==> src/rtl/imm_decode_pipe_if.sv <==
// ---------------------------------------------------------------------------
// imm_decode_pipe_if
// Purpose : bundles the upstream (fetch-queue) and downstream (register-read)
//           valid/ready handshakes of the immediate decoder into one bus.
// Signals :
//   in_valid / in_ready   upstream handshake
//   in_instr [31:0]       raw instruction word
//   in_tag   [TAG_W-1:0]  opaque sideband (PC), carried unmodified
//   out_valid / out_ready downstream handshake
//   out_imm  [XLEN-1:0]   sign-extended immediate
//   out_fmt  [2:0]        0 NONE, 1 I, 2 S, 3 B, 4 U, 5 J, 6 CSR
//   out_tag  [TAG_W-1:0]  tag of the presented entry
// Modports: master = the side that drives instructions and accepts results,
//           slave  = the decoder itself.
// ---------------------------------------------------------------------------
interface imm_decode_pipe_if #(
  parameter int XLEN  = 32,
  parameter int TAG_W = 32
);
  logic             in_valid;
  logic             in_ready;
  logic [31:0]      in_instr;
  logic [TAG_W-1:0] in_tag;
  logic             out_valid;
  logic             out_ready;
  logic [XLEN-1:0]  out_imm;
  logic [2:0]       out_fmt;
  logic [TAG_W-1:0] out_tag;

  modport master (
    output in_valid, in_instr, in_tag, out_ready,
    input  in_ready, out_valid, out_imm, out_fmt, out_tag
  );

  modport slave (
    input  in_valid, in_instr, in_tag, out_ready,
    output in_ready, out_valid, out_imm, out_fmt, out_tag
  );
endinterface

==> src/rtl/imm_decode_pipe.sv <==
// ---------------------------------------------------------------------------
// imm_decode_pipe
// Purpose : pipelined RV immediate decoder for the decode stage. Decodes the
//           immediate combinationally from the incoming instruction and
//           registers it, so a result appears one cycle after acceptance.
//           A main register plus a skid register give full throughput under
//           back-pressure while keeping in_ready a pure register output.
// Ports   :
//   clk    rising-edge clock
//   rst_n  synchronous active-low reset
//   flush  drops every buffered entry (and any same-cycle accept)
//   bus    imm_decode_pipe_if.slave : in_* handshake/data, out_* handshake/data
// Parameters:
//   XLEN   32 or 64, width of the sign-extended immediate
//   TAG_W  width of the sideband tag
// Build option:
//   IMM_DECODE_ZICSR_EN  when defined, CSRRWI/CSRRSI/CSRRCI produce format CSR
//                        with the zero-extended 5-bit uimm as the immediate.
// ---------------------------------------------------------------------------
module imm_decode_pipe #(
  parameter int XLEN  = 32,
  parameter int TAG_W = 32
) (
  input logic              clk,
  input logic              rst_n,
  input logic              flush,
  imm_decode_pipe_if.slave bus
);

  localparam logic [2:0] FMT_NONE = 3'd0;
  localparam logic [2:0] FMT_I    = 3'd1;
  localparam logic [2:0] FMT_S    = 3'd2;
  localparam logic [2:0] FMT_B    = 3'd3;
  localparam logic [2:0] FMT_U    = 3'd4;
  localparam logic [2:0] FMT_J    = 3'd5;
`ifdef IMM_DECODE_ZICSR_EN
  localparam logic [2:0] FMT_CSR  = 3'd6;
`endif

  localparam logic [6:0] OP_IMM  = 7'b0010011;
  localparam logic [6:0] OP_JALR = 7'b1100111;
  localparam logic [6:0] OP_LOAD = 7'b0000011;
  localparam logic [6:0] OP_STORE  = 7'b0100011;
  localparam logic [6:0] OP_BRANCH = 7'b1100011;
  localparam logic [6:0] OP_JAL    = 7'b1101111;
  localparam logic [6:0] OP_LUI    = 7'b0110111;
  localparam logic [6:0] OP_AUIPC  = 7'b0010111;
`ifdef IMM_DECODE_ZICSR_EN
  localparam logic [6:0] OP_SYSTEM = 7'b1110011;
`endif

  typedef enum logic [1:0] {
    EMPTY = 2'd0,
    FULL1 = 2'd1,
    FULL2 = 2'd2
  } state_t;

  state_t           state_q;
  logic             outValid_q;
  logic             inReady_q;
  logic [XLEN-1:0]  mainImm_q;
  logic [2:0]       mainFmt_q;
  logic [TAG_W-1:0] mainTag_q;
  logic [XLEN-1:0]  skidImm_q;
  logic [2:0]       skidFmt_q;
  logic [TAG_W-1:0] skidTag_q;

  logic [31:0]      imm32;
  logic [XLEN-1:0]  decImm_d;
  logic [2:0]       decFmt_d;
  logic             accept;
  logic             pop;

  // Immediate assembly on a 32-bit value first; every format's top bit sits
  // at bit 31 (the CSR uimm is zero there), so a single signed widening to
  // XLEN covers both the sign-extended and zero-extended cases.
  always_comb begin
    imm32    = '0;
    decFmt_d = FMT_NONE;
    case (bus.in_instr[6:0])
      OP_IMM, OP_JALR, OP_LOAD: begin
        decFmt_d = FMT_I;
        imm32    = {{20{bus.in_instr[31]}}, bus.in_instr[31:20]};
      end
      OP_STORE: begin
        decFmt_d = FMT_S;
        imm32    = {{20{bus.in_instr[31]}}, bus.in_instr[31:25], bus.in_instr[11:7]};
      end
      OP_BRANCH: begin
        decFmt_d = FMT_B;
        imm32    = {{19{bus.in_instr[31]}}, bus.in_instr[31], bus.in_instr[7],
                    bus.in_instr[30:25], bus.in_instr[11:8], 1'b0};
      end
      OP_JAL: begin
        decFmt_d = FMT_J;
        imm32    = {{11{bus.in_instr[31]}}, bus.in_instr[31], bus.in_instr[19:12],
                    bus.in_instr[20], bus.in_instr[30:21], 1'b0};
      end
      OP_LUI, OP_AUIPC: begin
        decFmt_d = FMT_U;
        imm32    = {bus.in_instr[31:12], 12'b0};
      end
`ifdef IMM_DECODE_ZICSR_EN
      OP_SYSTEM: begin
        // Only the immediate CSR forms (funct3[2]=1) carry an immediate.
        if (bus.in_instr[14]) begin
          decFmt_d = FMT_CSR;
          imm32    = {27'b0, bus.in_instr[19:15]};
        end
      end
`endif
      default: begin
        decFmt_d = FMT_NONE;
        imm32    = '0;
      end
    endcase
  end

  assign decImm_d = XLEN'($signed(imm32));

  // Handshake qualifiers use only registered flags, so in_ready never depends
  // on in_valid and out_valid never depends on out_ready.
  assign accept = bus.in_valid & inReady_q;
  assign pop    = outValid_q & bus.out_ready;

  // Occupancy FSM with registered in_ready/out_valid. The main register always
  // holds the oldest entry; the skid register only fills when an entry is
  // accepted while the main one is stalled. Flush clears occupancy but leaves
  // the data registers untouched, so outputs hold while out_valid is low.
  always_ff @(posedge clk) begin
    if (!rst_n) begin
      state_q    <= EMPTY;
      outValid_q <= 1'b0;
      inReady_q  <= 1'b1;
      mainImm_q  <= '0;
      mainFmt_q  <= '0;
      mainTag_q  <= '0;
    end else if (flush) begin
      state_q    <= EMPTY;
      outValid_q <= 1'b0;
      inReady_q  <= 1'b1;
    end else begin
      case (state_q)
        EMPTY: begin
          if (accept) begin
            mainImm_q  <= decImm_d;
            mainFmt_q  <= decFmt_d;
            mainTag_q  <= bus.in_tag;
            outValid_q <= 1'b1;
            state_q    <= FULL1;
          end
        end
        FULL1: begin
          if (accept && !pop) begin
            skidImm_q <= decImm_d;
            skidFmt_q <= decFmt_d;
            skidTag_q <= bus.in_tag;
            inReady_q <= 1'b0;
            state_q   <= FULL2;
          end else if (accept && pop) begin
            mainImm_q <= decImm_d;
            mainFmt_q <= decFmt_d;
            mainTag_q <= bus.in_tag;
          end else if (pop) begin
            outValid_q <= 1'b0;
            state_q    <= EMPTY;
          end
        end
        FULL2: begin
          if (pop) begin
            mainImm_q <= skidImm_q;
            mainFmt_q <= skidFmt_q;
            mainTag_q <= skidTag_q;
            inReady_q <= 1'b1;
            state_q   <= FULL1;
          end
        end
        default: begin
          state_q    <= EMPTY;
          outValid_q <= 1'b0;
          inReady_q  <= 1'b1;
        end
      endcase
    end
  end

  assign bus.in_ready  = inReady_q;
  assign bus.out_valid = outValid_q;
  assign bus.out_imm   = mainImm_q;
  assign bus.out_fmt   = mainFmt_q;
  assign bus.out_tag   = mainTag_q;

endmodule

==> src/flat_wrapper.sv <==
// flat-port wrapper written by rule: the top's interface ports become plain ports
module imm_decode_pipe_flat 
#(
  parameter int XLEN  = 32,
  parameter int TAG_W = 32
)
  (clk, rst_n, flush, bus_in_valid, bus_in_instr, bus_in_tag, bus_out_ready, bus_in_ready, bus_out_valid, bus_out_imm, bus_out_fmt, bus_out_tag);
  imm_decode_pipe_if #(.XLEN(XLEN), .TAG_W(TAG_W)) bus_i ();
  input logic clk;
  input logic rst_n;
  input logic flush;
  input wire logic [$bits(bus_i.in_valid)-1:0] bus_in_valid;
  input wire logic [$bits(bus_i.in_instr)-1:0] bus_in_instr;
  input wire logic [$bits(bus_i.in_tag)-1:0] bus_in_tag;
  input wire logic [$bits(bus_i.out_ready)-1:0] bus_out_ready;
  output wire logic [$bits(bus_i.in_ready)-1:0] bus_in_ready;
  output wire logic [$bits(bus_i.out_valid)-1:0] bus_out_valid;
  output wire logic [$bits(bus_i.out_imm)-1:0] bus_out_imm;
  output wire logic [$bits(bus_i.out_fmt)-1:0] bus_out_fmt;
  output wire logic [$bits(bus_i.out_tag)-1:0] bus_out_tag;
  assign bus_i.in_valid = bus_in_valid;
  assign bus_i.in_instr = bus_in_instr;
  assign bus_i.in_tag = bus_in_tag;
  assign bus_i.out_ready = bus_out_ready;
  assign bus_in_ready = bus_i.in_ready;
  assign bus_out_valid = bus_i.out_valid;
  assign bus_out_imm = bus_i.out_imm;
  assign bus_out_fmt = bus_i.out_fmt;
  assign bus_out_tag = bus_i.out_tag;
  imm_decode_pipe #(.XLEN(XLEN), .TAG_W(TAG_W)) u_core (.clk(clk), .rst_n(rst_n), .flush(flush), .bus(bus_i));
endmodule
==> config.mk <==
export PLATFORM = sky130hd
export DESIGN_NAME = imm_decode_pipe_flat
export DESIGN_NICKNAME = d
export VERILOG_FILES = /design/src/rtl/imm_decode_pipe_if.sv /design/src/rtl/imm_decode_pipe.sv /design/src/flat_wrapper.sv
export SDC_FILE = /design/constraint.sdc
export NUM_CORES = 1
export LEC_CHECK = 0
export BUFFER_PORTS_ARGS = -buffer_cell sky130_fd_sc_hd__buf_2
export CORE_MARGIN = 8
export CORE_UTILIZATION = 30
export DETAILED_ROUTE_END_ITERATION = 10
export PLACE_DENSITY = 0.54
export RECOVER_POWER = 100
export SYNTH_ARGS = -nofsm -noshare
export SYNTH_HDL_FRONTEND = slang
export SYNTH_SLANG_ARGS = --single-unit
==> constraint.sdc <==
create_clock -name clk -period 4.6 [get_ports clk]
set_clock_uncertainty 0.1 [all_clocks]
set_input_delay 0.23 -clock clk [delete_from_list [all_inputs] [get_ports clk]]
set_output_delay 0.23 -clock clk [all_outputs]
set_load 0.05 [all_outputs]
==> metrics.csv <==
stage;metric;value;unit
floorplan;die_h;153;um
detailed_routing;vias_per_cell;5.06;
final_layout;area_growth_syn_to_layout;31.4;%
power;ir_worst_vdd;262;uV
worst_setup_path;critPathKind;reg -> reg;
detailed_routing;vias;4804;
worst_setup_path;reg2reg_to;u_core.bus.out_tag[11]$_SDFFE_PN0P_;
detailed_routing;first_pass_iters;5;
worst_setup_path;r2r_cells;5;
worst_setup_path;cpMaxStageDelayCell;clkbuf_2;
power;power_density;424;mW/mm2
sta;rsz0062_at_grt;false;
clock_network;clockBufferDepth;2;
logic_synthesis;syn-num-nets;609;
floorplan;rows;50;
logic_synthesis;synth_cells;540;
worst_setup_path;cp_cell_sequence;or2_1, a221oi_4, clkbuf_2, nand3_1, o211a_1;
placement;place_congestion;0.774;
placement;dp.cells;878;
hold_path;holdCritPathClass;in -> reg;
logic_synthesis;synthTopCellsByArea;edfxtp_1 36%, dfxtp_1 25%, nand2_1 8.8%;
final_layout;stdcell_count;950;
global_routing;grt_pass1_vias;4945;
logic_synthesis;avgSynthCellArea;10.4;um2
worst_setup_path;r2r_slack;1530;ps
placement;numPortBuffers;137;
sta;worst_slew_pin_slew;1190;ps
logic_synthesis;yosysMostFrequentCell;nand2_1;
power;p_leak;0.00307;uW
final_layout;fin_nets;772;
worst_setup_path;endpoint;u_core.bus.out_tag[11]$_SDFFE_PN0P_;
placement;dp_hpwl;10700;um
clock_network;cts_buffers;17;
hold_path;min-delay-start;bus_in_instr[29];
sta;tns;0;ps
worst_setup_path;critical_path_required;4800;ps
floorplan;initial_core_util;0.303;
sta;period_share;0.668;
worst_setup_path;critPathLaunchType;flip-flop;
clock_network;cts_tree;yes;
final_layout;diodes;0;
sta;finalCriticalPeriod;3070;ps
worst_setup_path;crit_arrival;3270;ps
floorplan;coreArea;0.0186;mm2
logic_synthesis;ys_types;40;
worst_setup_path;worstSetupEndpointType;flip-flop;
clock_network;cts.sinks;138;
sta;setup_violations;0;
power;combPwrFrac;0.120;
logic_synthesis;synth_seq_cells;138;
logic_synthesis;synth_top_area_share;0.357;
logic_synthesis;yosys.area.top_type;edfxtp_1;
global_routing;grt_use_total;0.142;
worst_setup_path;crit_buf_inv;1;
clock_network;cts_root_buf;clkbuf_16;
clock_network;cts_max_level;4;
worst_setup_path;crit_family;buffers and inverters;
power;switchingPower;832;uW
power;p_seq_frac;0.431;
sta;finalHoldViolCount;0;
final_layout;drive_above_1_share;0.120;
global_routing;grt_antenna_before_repair;0;
clock_network;clock_latency;410;ps
clock_network;cts_setup_buffers;0;
detailed_routing;routedWlPerCell;17.4;um
sta;relSlewSlack;0.209;
status;status;finished clean;
detailed_routing;route.detailed.drc;0;
worst_setup_path;crit_cells;5;
worst_setup_path;crit_start;u_core.state_q[1]$_SDFFE_PP0P_;
logic_synthesis;synth_common_cells;132 x nand2_1, 71 x dfxtp_1, 67 x edfxtp_1, 48 x nand3_1, 33 x o211a_1;
worst_setup_path;cp_max_fo;62;
job;max-cap-violations;0;
detailed_routing;drt-total-wl;16500;um
global_routing;grt_pass1_wl;26600;um
worst_setup_path;critPathMaxStageDelay;990;ps
logic_synthesis;synth_ff_type;dfxtp_1;
floorplan;die_w;153;um
worst_setup_path;reg2reg_from;u_core.state_q[1]$_SDFFE_PP0P_;
power;power.internal;2310;uW
global_routing;overflow;0;
global_routing;grt_max_degree;76;
logic_synthesis;async_flop_share;0;
logic_synthesis;synth_edf_count;67;
logic_synthesis;yosysSeqAreaShare;0.610;
sta;fmax;0.325;GHz
power;power.share.clock;0.448;
logic_synthesis;ys_warn_count;0;
power;switching_share;0.265;
clock_network;cts.reportedPaths.clkPinSlew;60;ps
logic_synthesis;synthesis.area;0.00563;mm2
floorplan;dieArea;0.0234;mm2
floorplan;ioPinCount;138;
detailed_routing;final_antenna_net_count;0;
detailed_routing;drt_iter0_drc;241;
sta;finalMaxSlewViolations;0;
state kept, by name, indices dropped and copies added (netlist names):
signal / cells
u_core.bus.in_ready: 1
u_core.bus.out_fmt: 3
u_core.bus.out_imm: 32
u_core.bus.out_tag: 32
u_core.bus.out_valid: 1
u_core.skidFmt_q: 3
u_core.skidImm_q: 32
u_core.skidTag_q: 32
u_core.state_q: 2
metal layers:
metal | track usage | wire length, um
met1 | 0.166 | 7320
met2 | 0.246 | 8230
met3 | 0.0381 | 737
met4 | 0.0504 | 234
met5 | 0 | 0
timing repair:
item | in CTS | in global routing
endpoints found under the hold margin | 44 | 0
hold buffers | 40 | 0
resized for setup | 0 | 0
through the flow:
step | utilization | total power (uW) | instance area (um2) | setup WS, ps | hold slack, ps
6_report | 0.398 | 3140 | 7400 | 1530 | 30.5
5_1_grt | 0.398 | 3260 | 7400 | 1190 | 12.7
4_1_cts | 0.406 | 3200 | 7540 | 1910 | 4.89
3_5_place_dp | 0.351 | 1750 | 6530 | 1830 | 323
3_3_place_gp | 0.351 | 1740 | 6530 | 1800 | 322
2_1_floorplan | - | 1630 | 5630 | 324 | 229
tightest hold or removal path, stage by stage:
cell,delay [ps]
buf_2,130
nand3_1,70
a31oi_1,70
power by group through the flow:
stage | Sequential, uW | Combinational (uW) | Clock [uW]
2_1_floorplan | 1520 | 110 | 0
3_3_place_gp | 1380 | 364 | 0
5_1_grt | 1360 | 405 | 1500
4_1_cts | 1350 | 398 | 1450
3_5_place_dp | 1380 | 369 | 0
6_report | 1350 | 378 | 1410
logic make-up after synthesis:
| logic type | count (synthesis) | synth area share |
|---|---|---|
| and+or+nand+nor | 223 | 0.176 |
| DFF | 138 | 0.610 |
| AOI/OAI and AO/OA | 136 | 0.179 |
| buffers and inverters | 42 | 0.0329 |
| muxes | 1 | 0.00200 |
placed cells by master, fill, tap and decap left out, types with 6 or more instances in the layout:
master,instances
a21oi_1,20
a22oi_1,6
a31oi_1,12
and2_0,8
buf_2,44
clkbuf_1,98
clkbuf_16,17
dfxtp_1,71
dlygate4sd3_1,40
edfxtp_1,67
nand2_1,132
nand3_1,48
nor2_1,9
o211a_1,33
o211ai_1,6
o21ai_0,24
o221ai_1,9
o22ai_1,8
final cells by class:
class / count / area, um2
multi-input cells: 360 / 2030
clock buffers: 19 / 443
fillers: 1852 / 11200
repair buffers: 186 / 1030
well taps: 234 / 293
flip-flops and latches: 138 / 3430
clock inverters: 13 / 166
worst min-delay path by stage:
| stage | end | slack, ps | cells past startpoint |
|---|---|---|---|
| final | u_core.bus.out_imm[29]$_SDFFE_PN0P_ | 30 | 3 |
| after detailed placement | u_core.skidTag_q[15]$_DFFE_PP_ | 320 | 1 |
| after CTS | u_core.bus.out_imm[29]$_SDFFE_PN0P_ | 5 | 3 |
| after floorplan | u_core.skidTag_q[0]$_DFFE_PP_ | 230 | 0 |
| after global placement | u_core.skidTag_q[19]$_DFFE_PP_ | 320 | 1 |
| after global routing | u_core.skidImm_q[4]$_DFFE_PP_ | 10 | 2 |
Note: power is estimated with default switching activity, not from simulation.
